==> src/rtl/mem_bus_arbiter.sv <==
// Shares one memory port between instruction fetch and load/store.
// Data side has priority; a run counter bounds how long fetch can be starved.
module mem_bus_arbiter #(
    parameter int unsigned ADDR_W    = 64,
    parameter int unsigned DATA_W    = 64,
    parameter int unsigned MAX_D_RUN = 4
) (
    input  logic              clk,
    input  logic              rst,
    input  logic              i_req,
    input  logic [ADDR_W-1:0] i_addr,
    input  logic              i_cancel,
    output logic [DATA_W-1:0] i_rdata,
    output logic              i_valid,
    input  logic              d_req,
    input  logic [ADDR_W-1:0] d_addr,
    input  logic [DATA_W-1:0] d_wdata,
    input  logic              d_we,
    output logic [DATA_W-1:0] d_rdata,
    output logic              d_valid,
    output logic              mem_req,
    output logic [ADDR_W-1:0] mem_addr,
    output logic [DATA_W-1:0] mem_wdata,
    output logic              mem_we,
    input  logic [DATA_W-1:0] mem_rdata,
    input  logic              mem_ack,
    output logic [1:0]        owner
);

    localparam int unsigned RUN_W = 4;

    typedef enum logic [1:0] {
        S_IDLE   = 2'b00,
        S_BUSY_I = 2'b01,
        S_BUSY_D = 2'b10
    } state_t;

    state_t             r_state;
    logic [RUN_W-1:0]   r_run;
    logic               r_cancel;

    logic               w_run_lt_max;
    logic               w_grant_d;
    logic               w_grant_i;

    // D wins unless fetch has been waiting for MAX_D_RUN data grants
    assign w_run_lt_max = (r_run < RUN_W'(MAX_D_RUN));
    assign w_grant_d    = d_req & (~i_req | w_run_lt_max);
    assign w_grant_i    = ~w_grant_d & i_req & ~i_cancel;

    always_ff @(posedge clk or posedge rst) begin
        if (rst) begin
            r_state   <= S_IDLE;
            r_run     <= '0;
            r_cancel  <= 1'b0;
            mem_req   <= 1'b0;
            mem_addr  <= '0;
            mem_wdata <= '0;
            mem_we    <= 1'b0;
        end else begin
            case (r_state)
                S_IDLE: begin
                    r_cancel <= 1'b0;
                    if (w_grant_d) begin
                        r_state   <= S_BUSY_D;
                        mem_req   <= 1'b1;
                        mem_addr  <= d_addr;
                        mem_wdata <= d_wdata;
                        mem_we    <= d_we;
                        if (!i_req) begin
                            r_run <= '0;
                        end else if (w_run_lt_max) begin
                            r_run <= r_run + 1'b1;
                        end
                    end else if (w_grant_i) begin
                        r_state   <= S_BUSY_I;
                        mem_req   <= 1'b1;
                        mem_addr  <= i_addr;
                        mem_wdata <= '0;
                        mem_we    <= 1'b0;
                        r_run     <= '0;
                    end else if (!i_req) begin
                        r_run <= '0;
                    end
                end
                S_BUSY_I: begin
                    // memory cannot abort, so a jump only suppresses the response
                    if (mem_ack) begin
                        r_state   <= S_IDLE;
                        r_cancel  <= 1'b0;
                        mem_req   <= 1'b0;
                        mem_addr  <= '0;
                        mem_wdata <= '0;
                        mem_we    <= 1'b0;
                    end else if (i_cancel) begin
                        r_cancel <= 1'b1;
                    end
                end
                S_BUSY_D: begin
                    if (mem_ack) begin
                        r_state   <= S_IDLE;
                        mem_req   <= 1'b0;
                        mem_addr  <= '0;
                        mem_wdata <= '0;
                        mem_we    <= 1'b0;
                    end
                end
                default: begin
                    r_state <= S_IDLE;
                    mem_req <= 1'b0;
                end
            endcase
        end
    end

    // response strobes are same-cycle with mem_ack
    assign i_valid = (r_state == S_BUSY_I) & mem_ack & ~r_cancel & ~i_cancel;
    assign d_valid = (r_state == S_BUSY_D) & mem_ack;
    assign i_rdata = i_valid ? mem_rdata : '0;
    assign d_rdata = d_valid ? mem_rdata : '0;
    assign owner   = r_state;

endmodule

==> config.mk <==
export PLATFORM = sky130hd
export DESIGN_NAME = mem_bus_arbiter
export DESIGN_NICKNAME = d
export VERILOG_FILES = /design/src/rtl/mem_bus_arbiter.sv
export SDC_FILE = /design/constraint.sdc
export NUM_CORES = 1
export LEC_CHECK = 0
export ABC_AREA = 1
export BUFFER_PORTS_ARGS = -buffer_cell sky130_fd_sc_hd__buf_2
export CORE_AREA = 2 2 204 206
export CTS_CLUSTER_DIAMETER = 200
export DETAILED_ROUTE_END_ITERATION = 7
export DIE_AREA = 0 0 206 208
export GPL_ROUTABILITY_DRIVEN = 1
export GPL_TIMING_DRIVEN = 0
export PLACE_DENSITY = 0.46
export SYNTH_ARGS = -nofsm -noshare
export SYNTH_HDL_FRONTEND = slang
export SYNTH_SLANG_ARGS = --single-unit
==> constraint.sdc <==
create_clock -name clk -period 7.1 [get_ports clk]
set_input_delay 1.42 -clock clk [delete_from_list [all_inputs] [get_ports clk]]
set_output_delay 1.42 -clock clk [all_outputs]
set_load 0.02 [all_outputs]
==> qor.yml <==
outcome:
  outcome: "completed"
hold_path:
  hp-start: "mem_addr[24]"
  min_path_type: "reg2reg"
  worstHoldPathCells: 2
  min_to: "mem_addr[24]"
sta:
  hold_viol: 0
  rsz0062_at_grt: "no"
  fin_setup_tns_ns: 0
  fin_crit_ns: 4.30
  tightest_slew_ns: 0.944
  timing.hold.ws_ns: 0.480
  setup_violations: 0
  fin_skew_ns: 0.0157
  fmax_mhz: 232
  slew_headroom_pct: 37.1
  finalCritPeriodShare_pct: 60.6
  drv_slew: 0
floorplan:
  num_rows: 74
  initial_core_util_pct: 18.3
  design.die.area_sq_um: 42800
  chipWidth_microns: 206
  boundaryPins: 525
  core_sq_um: 40600
  die_y_microns: 208
synth:
  synth.ff_latch_count: 137
  ys_warn_count: 0
  synth_common_cells: "274 x nand2_1, 138 x inv_1, 137 x dfrtp_1"
  ys_types: 21
  synth-edff-count: 0
  synthTopCellsByArea: "dfrtp_1 46%, nand2_1 14%, inv_1 7.0%"
  synth_most_common_cell: "nand2_1"
  synth_area_sq_um: 7430
  async_flop_share_pct: 100
  seq_area_frac_synth_pct: 46.1
  syn_area_per_cell_sq_um: 7.18
  synth_area_leader_cell: "dfrtp_1"
  yosys.area.top_type_share_pct: 46.1
  synthCells: 1036
  synthesis.nets: 1303
  synth_ff_type: "dfrtp_1"
detailed_routing:
  wirelength_met1_microns: 14500
  drt_iter0_drc: 482
  wl_met2_microns: 20300
  routed-wl-met3_microns: 2690
  vias: 8944
  top_layer: "met5"
  detail_route.wl_per_cell_microns: 18.3
  drt_wl_total_microns: 38900
  drt_pass1_iterations: 5
  routed_via_density: 4.20
  drtAntennaViolNets: 0
  post-route-drc-count: 0
setup_path:
  worstSetupEndpointType: "output pin"
  crit_family: "buffers and inverters"
  r2r-end: "mem_addr[20]"
  rrSetupSlack_ns: 4.46
  path_cells: "buf_2, nand2_1, inv_1, nand2_1, clkbuf_1, clkbuf_1, nor2_1, buf_2"
  worstPathArrival_ns: 2.88
  cp_max_fo: 10
  worst-path-buf-inv: 5
  crit_path_start_kind: "input pin"
  crit_type: "in2out"
  worstRegToRegCells: 7
  worstPathRequired_ns: 5.68
  timing.rr.start: "owner[0]"
  max_stage_delay_ns: 0.46
  cp_slowest_cell: "clkbuf_1"
clock_network:
  clk_latency_ns: 0.43
  cts_tree: "done"
  clockBufferDepth: 2
  cts_resized: 0
  cts_made_buffers: 17
  clock-sinks: 137
  htreeDepth: 4
  cts-hold-fix-buffers: 0
  root_buffer: "clkbuf_16"
  clkTransAtPathRegs_ns: 0.06
  post_cts_buffers: 0
layout:
  fin_util_pct: 28.0
  final_cells: 2131
  nets: 1847
  drive_above_1_share_pct: 37.8
  areaGrowthSynthToFinish_pct: 52.6
place:
  numPortBuffers: 524
  place_hpwl_microns: 31700
  place_congestion: 0.917
  dp_cells: 2093
global_route:
  antenna_found_initial: 14
  grt_pass1_wl_microns: 55900
  grt_pass1_vias: 9113
  grt_max_degree: 75
  overflow: 0
  track_usage_pct: 17.6
pwr:
  power.total_mw: 4.83
  p_leak_nw: 6.68
  peakVddDrop_mv: 0.150
  p_per_area_nw_per_um2: 425
flow_run:
  drv_cap: 0
==> worst max-delay path by stage <==
stage / start / end / slack, ns / depth (start not counted)
floorplan: rst / mem_addr[0] / 2.01 / 1
global placement: rst / r_run[1] / -0.19 / 2
detailed placement: mem_ack / i_rdata[21] / 2.81 / 8
CTS: mem_ack / i_rdata[21] / 2.80 / 8
global route: mem_ack / i_rdata[55] / 2.67 / 8
finish: mem_ack / i_rdata[55] / 2.80 / 8
==> worst reg2reg max path, delay by kind of cell (launching register included) <==
family / cells / cell delay, ns
fa+ha+maj: 1 / 0.32
flops: 1 / 0.40
simple gates: 1 / 0.24
compound gates: 1 / 0.18
buf+inv: 4 / 1.41
==> sequential cells by signal (all words and copies together) (netlist names) <==
signal / flops
mem_addr: 64
mem_wdata: 64
r_run: 4
owner: 2
mem_req: 1
mem_we: 1
r_cancel: 1
==> placed cells by master (no fill, tap or decap), types with 2 or more instances in the layout <==
cell / n
buf_1: 8
buf_2: 557
buf_4: 7
bufinv_16: 2
clkbuf_1: 30
clkbuf_16: 17
clkinv_2: 2
clkinv_4: 3
clkinvlp_4: 3
dfrtp_1: 137
diode_2: 7
ha_1: 4
inv_1: 137
inv_6: 4
nand2_1: 274
nand3_1: 66
nand3_2: 2
nand3b_1: 65
nor2_1: 130
o21ai_0: 34
o21ai_1: 101
or2_2: 2
==> routing by layer <==
layer,GRT usage [%],vias up
li1,-,4307
met1,18.7,4197
met2,32.9,380
met3,3.92,56
met4,7.34,4
met5,0,-
==> report_power, final <==
part / total [mW] / switching [mW] / internal (mW) / leakage, nW
combinational: 2.60 / 1.83 / 0.776 / 4.62
clock: 0.904 / 0.384 / 0.519 / 0.273
sequential: 1.32 / 0.181 / 1.14 / 1.79
total: 4.83 / 2.39 / 2.43 / 6.68
==> layout make-up <==
type	instances	area, sq um
diodes	7	17.5
plain buffers	77	357
clock buffers	18	429
clock inverters	13	145
fillers	4633	29200
inverters	138	523
multi-input cells	684	3130
flip-flops and latches	137	3430
well taps	532	666
repair buffers	525	2650
==> per-stage QoR <==
step                cell area [sq um]  worst slack, ns
finish                          11300             2.80
global route                    11300             2.67
CTS                             11300             2.80
detailed placement              10800             2.81
global placement                10700           -0.191
floorplan                        7430             2.01
==> cell families (layout without fill, tap and decap cells) <==
| family | count (synthesis) | after routing | synth area share (%) |
|---|---|---|---|
| simple gates | 542 | 542 | 32.1 |
| buf+inv | 215 | 771 | 11.8 |
| compound gates | 138 | 138 | 9.37 |
| flops | 137 | 137 | 46.1 |
| fa+ha+maj | 4 | 4 | 0.673 |
| other cells | 0 | 7 | 0 |
(Power assumes the default switching activity.)
